===== src/rtl/mult4b_seq.sv =====
// Sequential 4x4 unsigned shift-and-add multiplier driving a 4-bit ripple adder.
// Operands captured on init in IDLE; product on PP with a one-cycle done pulse 8 edges later.

module fa1 (
  input  logic a,
  input  logic b,
  input  logic ci,
  output logic s,
  output logic co
);
  assign s  = a ^ b ^ ci;
  assign co = (a & b) | (ci & (a ^ b));
endmodule

module sum4b (
  input  logic [3:0] A,
  input  logic [3:0] B,
  input  logic       Ci,
  output logic [3:0] S,
  output logic       Co
);
  logic [4:0] c;

  assign c[0] = Ci;
  assign Co   = c[4];

  genvar i;
  generate
    for (i = 0; i < 4; i++) begin : g_bit
      fa1 u_fa (.a(A[i]), .b(B[i]), .ci(c[i]), .s(S[i]), .co(c[i+1]));
    end
  endgenerate
endmodule

module mult4b_seq (
  input  logic       clk,
  input  logic       rst_n,
  input  logic       init,
  input  logic [3:0] A,
  input  logic [3:0] B,
  output logic [7:0] PP,
  output logic       busy,
  output logic       done
);
  typedef enum logic [1:0] {IDLE, ADD, SHIFT, DONE} state_t;

  state_t     state, state_nxt;
  logic [3:0] md, acc, mr;
  logic       c;
  logic [1:0] cnt;
  logic [3:0] sum;
  logic       co;

  sum4b u_add (.A(acc), .B(md), .Ci(1'b0), .S(sum), .Co(co));

  always_ff @(posedge clk or negedge rst_n) begin
    if (!rst_n) state <= IDLE;
    else        state <= state_nxt;
  end

  always_comb begin
    state_nxt = state;
    case (state)
      IDLE:    if (init) state_nxt = ADD;
      ADD:     state_nxt = SHIFT;
      SHIFT:   state_nxt = (cnt == 2'd3) ? DONE : ADD;
      DONE:    state_nxt = IDLE;
      default: state_nxt = IDLE;
    endcase
  end

  always_ff @(posedge clk or negedge rst_n) begin
    if (!rst_n) begin
      md  <= '0;
      acc <= '0;
      mr  <= '0;
      c   <= 1'b0;
      cnt <= '0;
    end else begin
      case (state)
        IDLE: if (init) begin
          md  <= A;
          mr  <= B;
          acc <= '0;
          c   <= 1'b0;
          cnt <= '0;
        end
        ADD: begin
          // Add slot is always consumed so latency is data-independent
          if (mr[0]) {c, acc} <= {co, sum};
          else       c <= 1'b0;
        end
        SHIFT: begin
          {c, acc, mr} <= {1'b0, c, acc, mr[3:1]};
          cnt          <= cnt + 2'd1;
        end
        default: ;
      endcase
    end
  end

  assign PP   = {acc, mr};
  assign busy = (state == ADD) || (state == SHIFT);
  assign done = (state == DONE);
endmodule


===== config.mk =====
export PLATFORM = sky130hd
export DESIGN_NAME = mult4b_seq
export DESIGN_NICKNAME = d
export VERILOG_FILES = /design/src/rtl/mult4b_seq.sv
export SDC_FILE = /design/constraint.sdc
export NUM_CORES = 1
export LEC_CHECK = 0
export CORE_MARGIN = 4
export CORE_UTILIZATION = 47
export CTS_BUF_LIST = sky130_fd_sc_hd__clkbuf_4 sky130_fd_sc_hd__clkbuf_8
export CTS_CLUSTER_DIAMETER = 60
export DETAILED_ROUTE_END_ITERATION = 16
export PLACE_DENSITY = 0.87
export SLEW_MARGIN = 20
export SYNTH_ARGS = -nofsm -noshare
export SYNTH_HDL_FRONTEND = slang
export SYNTH_SLANG_ARGS = --single-unit

===== constraint.sdc =====
create_clock -name clk -period 2.4 [get_ports clk]
set_clock_uncertainty 0.15 [all_clocks]
set_input_delay 0.24 -clock clk [delete_from_list [all_inputs] [get_ports clk]]
set_output_delay 0.24 -clock clk [all_outputs]
set_load 0.03 [all_outputs]

==> results of run 1 <==
[worst max-delay path, stage by stage (launching register included)]
cell and delay, ps:
dfrtp_1 390, ha_1 190, inv_1 60, fa_1 150
inv_1 50, fa_2 330, fa_1 470, a22oi_2 130
nor2b_1 60, mux2_4 250
[cell usage after synthesis (2+ instances only)]
cell type,instances
dfrtp_1,17
a21oi_1,6
buf_4,4
nor2b_1,5
a221o_1,2
fa_1,3
mux2_4,3
nand3_1,5
mux2_2,5
a221o_2,2
inv_1,6
buf_6,2
ha_1,6
o21ai_0,3
nand2b_1,5
nand2_1,2
a22oi_1,3
[final cells by class]
type	count	area (sq um)	share of cell area
multi-input combinational	59	526	0.420
sequential	17	425	0.340
timing repair buffer	22	215	0.172
tap	27	33.8	0.0270
clock buffer	4	30.0	0.0240
inverter	6	22.5	0.0180
[sequential cells by signal, summed over array words and instances (netlist names)]
signal,cells
acc,4
md,4
mr,4
cnt,2
state,2
c,1
[stage by stage]
stage               cells  instance area, sq um  utilization  hold WS (ps)  total power [W]
finish                135                  1250        0.619           253          0.00163
global route          135                  1250        0.619           314          0.00175
CTS                   135                  1240        0.616           268          0.00163
detailed placement    131                  1210        0.601           341          0.00146
global placement      131                  1210        0.601           338          0.00142
floorplan              90                  1030            -          -206          0.00123
[power by group]
part | total, W | leakage [nW] | internal [W] | switching (W)
logic | 0.000969 | 0.313 | 0.000469 | 0.000501
clock network | 0.000164 | 0.0184 | 0.0000758 | 0.0000883
registers | 0.000500 | 0.218 | 0.000399 | 0.000100
[path summary, 6_finish.rpt]
| check | startpoint | endpoint | slack, ps | cells after the start |
|---|---|---|---|---|
| worst max-delay path | acc[0]$_DFFE_PN0P_ | acc[3]$_DFFE_PN0P_ | 60 | 9 |
| worst min-delay path | rst_n | acc[3]$_DFFE_PN0P_ | 250 | 1 |
| worst max register to register | acc[0]$_DFFE_PN0P_ | acc[3]$_DFFE_PN0P_ | 60 | 9 |
| worst min register to register | cnt[1]$_DFFE_PN0P_ | cnt[1]$_DFFE_PN0P_ | 360 | 1 |
| max in group asynchronous | rst_n | cnt[1]$_DFFE_PN0P_ | 1360 | 1 |
| min in group clk | cnt[1]$_DFFE_PN0P_ | cnt[1]$_DFFE_PN0P_ | 360 | 1 |
[cells by family after synthesis]
group | after synthesis | synth area share
simple gates | 22 | 0.135
mux | 9 | 0.108
fa+ha+maj | 9 | 0.132
buf+inv | 14 | 0.0816
compound gates | 19 | 0.129
flops | 17 | 0.414
[layer usage]
layer	up-vias	track usage	wire [um]	share of wire
li1	347	-	-	-
met1	356	0.193	881	0.46
met2	21	0.238	928	0.48
met3	2	0.00817	80	0.042
met4	0	0.0871	32	0.017
met5	-	0	0	0
==> impl_metrics.py, run 1 <==
metrics = {
    "outcome": {
        "status": "finished, final reports clean",
    },
    "global_routing": {
        "grt_pass1_vias": 712,
        "grt_max_degree": 18,
        "grt_usage": 0.147,
        "antenna_found_initial": 0,
        "grt_pass1_wl_um": 3120,
        "grt_overflow_total": 0,
    },
    "detailed_routing": {
        "drc": 0,
        "wl_per_cell_um": 14.2,
        "vias_per_cell": 5.38,
        "routed_wl_um": 1920,
        "vias": 726,
        "drt_iter0_drc": 10,
        "firstDrtPassIters": 4,
        "postRouteAntennaNets": 0,
    },
    "sta": {
        "worst_slack_ps": 60.1,
        "final_max_slew_viol_count": 0,
        "period_minus_slack_ps": 2340,
        "finalCritPeriodShare": 0.975,
        "setup_tns_ps": 0,
        "slew_headroom": 0.477,
        "rsz0062_at_grt": "yes",
        "tightest_slew_ps": 782,
        "finalHoldViolCount": 0,
        "setup_viol": 0,
        "max_freq_mhz": 427,
    },
    "clock_tree": {
        "cts_resized": 0,
        "post_cts_buffers": 0,
        "cts_tree": "built",
        "clockBufferDepth": 2,
        "clkLatencyLatePin_ps": 280,
        "h-tree-depth": 1,
        "postCtsHoldBufs": 0,
        "clock-root-buffer": "clkbuf_4",
        "clock_sinks": 17,
        "clk_pin_slew_ps": 100,
        "cts_buffers": 3,
    },
    "worst_setup_path": {
        "worst_ep_arrival_time_ps": 2370,
        "worstPathRequired_ps": 2430,
        "worst_setup_path_start_kind": "flip-flop",
        "path_max_fanout": 2,
        "critical_path_class": "flip-flop to flip-flop",
        "cp-end-kind": "flip-flop",
    },
    "finish": {
        "fillers": 161,
        "num_antenna_cells": 0,
        "final_cell_mix": "20 x clkdlybuf4s50_1, 17 x dfrtp_1, 6 x inv_1, 6 x a21oi_1, 6 x ha_1",
        "final_common_cell": "clkdlybuf4s50_1",
        "layout-drive-gt1-share": 0.194,
        "final_nets": 129,
        "areaGrowthSynthToFinish_pct": 21.9,
    },
    "yosys": {
        "synth_cell_type_count": 28,
        "synth_top_area_share": 0.414,
        "synth_nets": 110,
        "synth_edf_count": 0,
        "synth_area_leaders": "dfrtp_1 41%, ha_1 7.3%, fa_1 5.8%",
        "yosys_warnings": 0,
        "yosysSeqAreaShare": 0.414,
        "synth_ff_type": "dfrtp_1",
        "synth_area_sq_mm": 0.00103,
        "postSynth.asyncResetShare": 1.00,
        "yosysTopAreaCell": "dfrtp_1",
        "postSynthAreaPerCell_sq_um": 11.4,
        "synth-seq-cells": 17,
        "syn_inst": 90,
    },
    "floorplan": {
        "ios": 21,
        "rows": 16,
        "die_area_sq_mm": 0.00300,
        "start_util": 0.508,
        "dieHeight_um": 54.8,
        "die_x_um": 54.8,
        "core-area_sq_mm": 0.00202,
    },
    "pwr": {
        "p_leak_nw": 0.549,
        "powerDensity_mw_per_mm2": 1300,
        "peakVddDrop_mv": 0.522,
    },
    "placement": {
        "port_buffers": 20,
        "post-place-ws_ps": 22.3,
        "dp_hpwl_um": 1500,
        "gp_congestion": 0.788,
    },
    "flow_run": {
        "maxCapViolations": 0,
    },
    "hold_path": {
        "hp-class": "input port to async pin",
    },
}
Note: power is estimated with default switching activity, not from simulation.
==> inputs of run 2 (changes only) <==
--- a/config.mk
+++ b/config.mk
@@ -7,9 +7,9 @@
 export LEC_CHECK = 0
 export CORE_MARGIN = 4
-export CORE_UTILIZATION = 47
+export CORE_UTILIZATION = 25
 export CTS_BUF_LIST = sky130_fd_sc_hd__clkbuf_4 sky130_fd_sc_hd__clkbuf_8
 export CTS_CLUSTER_DIAMETER = 60
 export DETAILED_ROUTE_END_ITERATION = 16
-export PLACE_DENSITY = 0.87
+export PLACE_DENSITY = 0.56
 export SLEW_MARGIN = 20
 export SYNTH_ARGS = -nofsm -noshare
==> constraint.sdc (replaced) <==
create_clock -name clk -period 2.4 [get_ports clk]
set_clock_uncertainty 0.15 [all_clocks]
set_input_delay 0.6 -clock clk [delete_from_list [all_inputs] [get_ports clk]]
set_output_delay 0.6 -clock clk [all_outputs]
set_load 0.03 [all_outputs]
==> run 2 against run 1 <==
Effect of this change:
- final area grew 3.8%
- register-to-register slack improved by 40 ps
- die area increased by 73%
- sequential power increased by 1%
- cell count increased by 18%
- non-clock buffer count is 1 higher
- sequential share of layout area decreased by 1.2 points
- wire length up 10%
- total power is 1.7% higher
==> impl_metrics.py, run 2 (synthesized netlist as in run 1, its figures left out) <==
metrics = {
    "clock_tree": {
        "h-tree-depth": 1,
        "postCtsHoldBufs": 0,
        "cts_tree": "built",
        "clock-root-buffer": "clkbuf_8",
        "clock_sinks": 17,
        "clk_pin_slew_ps": 70,
        "clkLatencyLatePin_ps": 250,
        "cts_buffers": 3,
        "post_cts_buffers": 0,
        "clockBufferDepth": 2,
    },
    "pwr": {
        "p_switching_w": 0.000699,
        "power_frac_seq": 0.304,
        "p_leak_nw": 0.564,
        "netSwitchingFraction": 0.421,
        "peakVddDrop_mv": 0.342,
        "combPwrFrac": 0.565,
        "intPower_w": 0.000961,
        "clkPwrFrac": 0.131,
        "powerDensity_mw_per_mm2": 1280,
    },
    "floorplan": {
        "ios": 21,
        "dieHeight_um": 72.1,
        "core-area_sq_mm": 0.00400,
        "die_x_um": 72.1,
        "rows": 23,
        "start_util": 0.257,
        "die_area_sq_mm": 0.00520,
    },
    "sta": {
        "finalHoldViolCount": 0,
        "setup_tns_ps": 0,
        "setup_viol": 0,
        "final_max_slew_viol_count": 0,
        "finalCritPeriodShare": 0.960,
        "holdWs_ps": 361,
        "slew_headroom": 0.719,
        "rsz0062_at_grt": "no",
        "period_minus_slack_ps": 2300,
        "max_freq_mhz": 434,
        "tightest_slew_ps": 422,
    },
    "worst_setup_path": {
        "worst_setup_path_start_kind": "flip-flop",
        "cp-end-kind": "flip-flop",
        "critical_path_class": "flip-flop to flip-flop",
        "worst_ep_arrival_time_ps": 2290,
        "worstPathRequired_ps": 2390,
        "path_max_fanout": 2,
        "rrSetupSlack_ps": 100,
    },
    "global_routing": {
        "busiest_layer": "met2",
        "grt_usage": 0.0905,
        "antenna_found_initial": 0,
        "grt_overflow_total": 0,
        "grt_max_degree": 18,
        "grt_util_met2": 0.143,
        "met3_usage": 0.0125,
        "grt_pass1_vias": 750,
        "grt_pass1_wl_um": 3570,
        "gr-usage-met1": 0.114,
    },
    "finish": {
        "areaGrowthSynthToFinish_pct": 26.6,
        "reg_top3": "acc: 4 flops, md: 4 flops, mr: 4 flops",
        "fillers": 394,
        "final_nets": 130,
        "layout-drive-gt1-share": 0.202,
        "fin_cells": 159,
        "postLayoutCoreUtil": 0.325,
        "num_antenna_cells": 0,
        "final_cell_mix": "18 x clkdlybuf4s50_1, 17 x dfrtp_1, 6 x inv_1, 6 x a21oi_1",
        "final_common_cell": "clkdlybuf4s50_1",
    },
    "detailed_routing": {
        "postRouteAntennaNets": 0,
        "drt_iter0_drc": 27,
        "routed_wl_um": 2120,
        "wl_per_cell_um": 13.3,
        "drc": 0,
        "vias": 750,
        "vias_per_cell": 4.72,
        "firstDrtPassIters": 4,
    },
    "placement": {
        "dp_hpwl_um": 1610,
        "dpl.cell_count": 155,
        "gp_congestion": 0.746,
        "port_buffers": 20,
    },
    "hold_path": {
        "hp-class": "flip-flop to flip-flop",
    },
    "outcome": {
        "status": "finished, final reports clean",
    },
    "flow_run": {
        "maxCapViolations": 0,
    },
}
-- run 2: power groups by stage --
stage | logic, W | registers (W) | clock network [W]
floorplan | 0.000699 | 0.000533 | 0
global placement | 0.000945 | 0.000504 | 0
detailed placement | 0.000960 | 0.000510 | 0
CTS | 0.000947 | 0.000505 | 0.000223
global route | 0.00103 | 0.000525 | 0.000238
finish | 0.000938 | 0.000505 | 0.000217
-- run 2: layout make-up --
| cell class | instances | area, sq um | share of cell area |
|---|---|---|---|
| flip-flops and latches | 17 | 425 | 0.327 |
| well taps | 50 | 62.6 | 0.0481 |
| multi-input cells | 59 | 523 | 0.402 |
| clock buffers | 3 | 41.3 | 0.0318 |
| inverters | 6 | 22.5 | 0.0173 |
| clock inverters | 1 | 5.00 | 0.00385 |
| repair buffers | 23 | 220 | 0.169 |
-- run 2: routing by layer --
layer | vias to the layer above | wire [um]
met4 | 0 | 41
li1 | 349 | -
met2 | 18 | 1060
met3 | 2 | 70
met1 | 381 | 945
met5 | - | 0
-- run 2: what timing repair did --
action,4_1_cts,5_1_grt
setup endpoints to repair,2,1
gates resized for setup,2,2
pin swaps,0,1
-- run 2: final timing paths --
kind                                          from                   end  depth (start not counted)
max in group asynchronous                    rst_n     mr[0]$_DFFE_PN0P_                          2
min in group asynchronous                    rst_n  state[0]$_DFFE_PN0P_                          2
worst min-delay path             md[1]$_DFFE_PN0P_     md[1]$_DFFE_PN0P_                          1
worst max-delay path            acc[0]$_DFFE_PN0P_    acc[3]$_DFFE_PN0P_                          9
worst min register to register   md[1]$_DFFE_PN0P_     md[1]$_DFFE_PN0P_                          1
worst max register to register  acc[0]$_DFFE_PN0P_    acc[3]$_DFFE_PN0P_                          9
-- run 2: stage by stage --
stage | area [sq um] | setup slack [ps] | total power, W
global route | 1300 | 12.7 | 0.00180
CTS | 1290 | 8.03 | 0.00167
detailed placement | 1250 | 18.0 | 0.00147
finish | 1300 | 96.1 | 0.00166
global placement | 1250 | 57.2 | 0.00145
floorplan | 1030 | 64.3 | 0.00123
-- run 2: critical path, cell delays in order (launching register included) --
cell	delay, ps
dfrtp_1	390
ha_2	180
inv_1	60
fa_1	150
inv_1	50
fa_2	330
fa_1	430
a22oi_1	140
nor2b_1	60
mux2_4	250
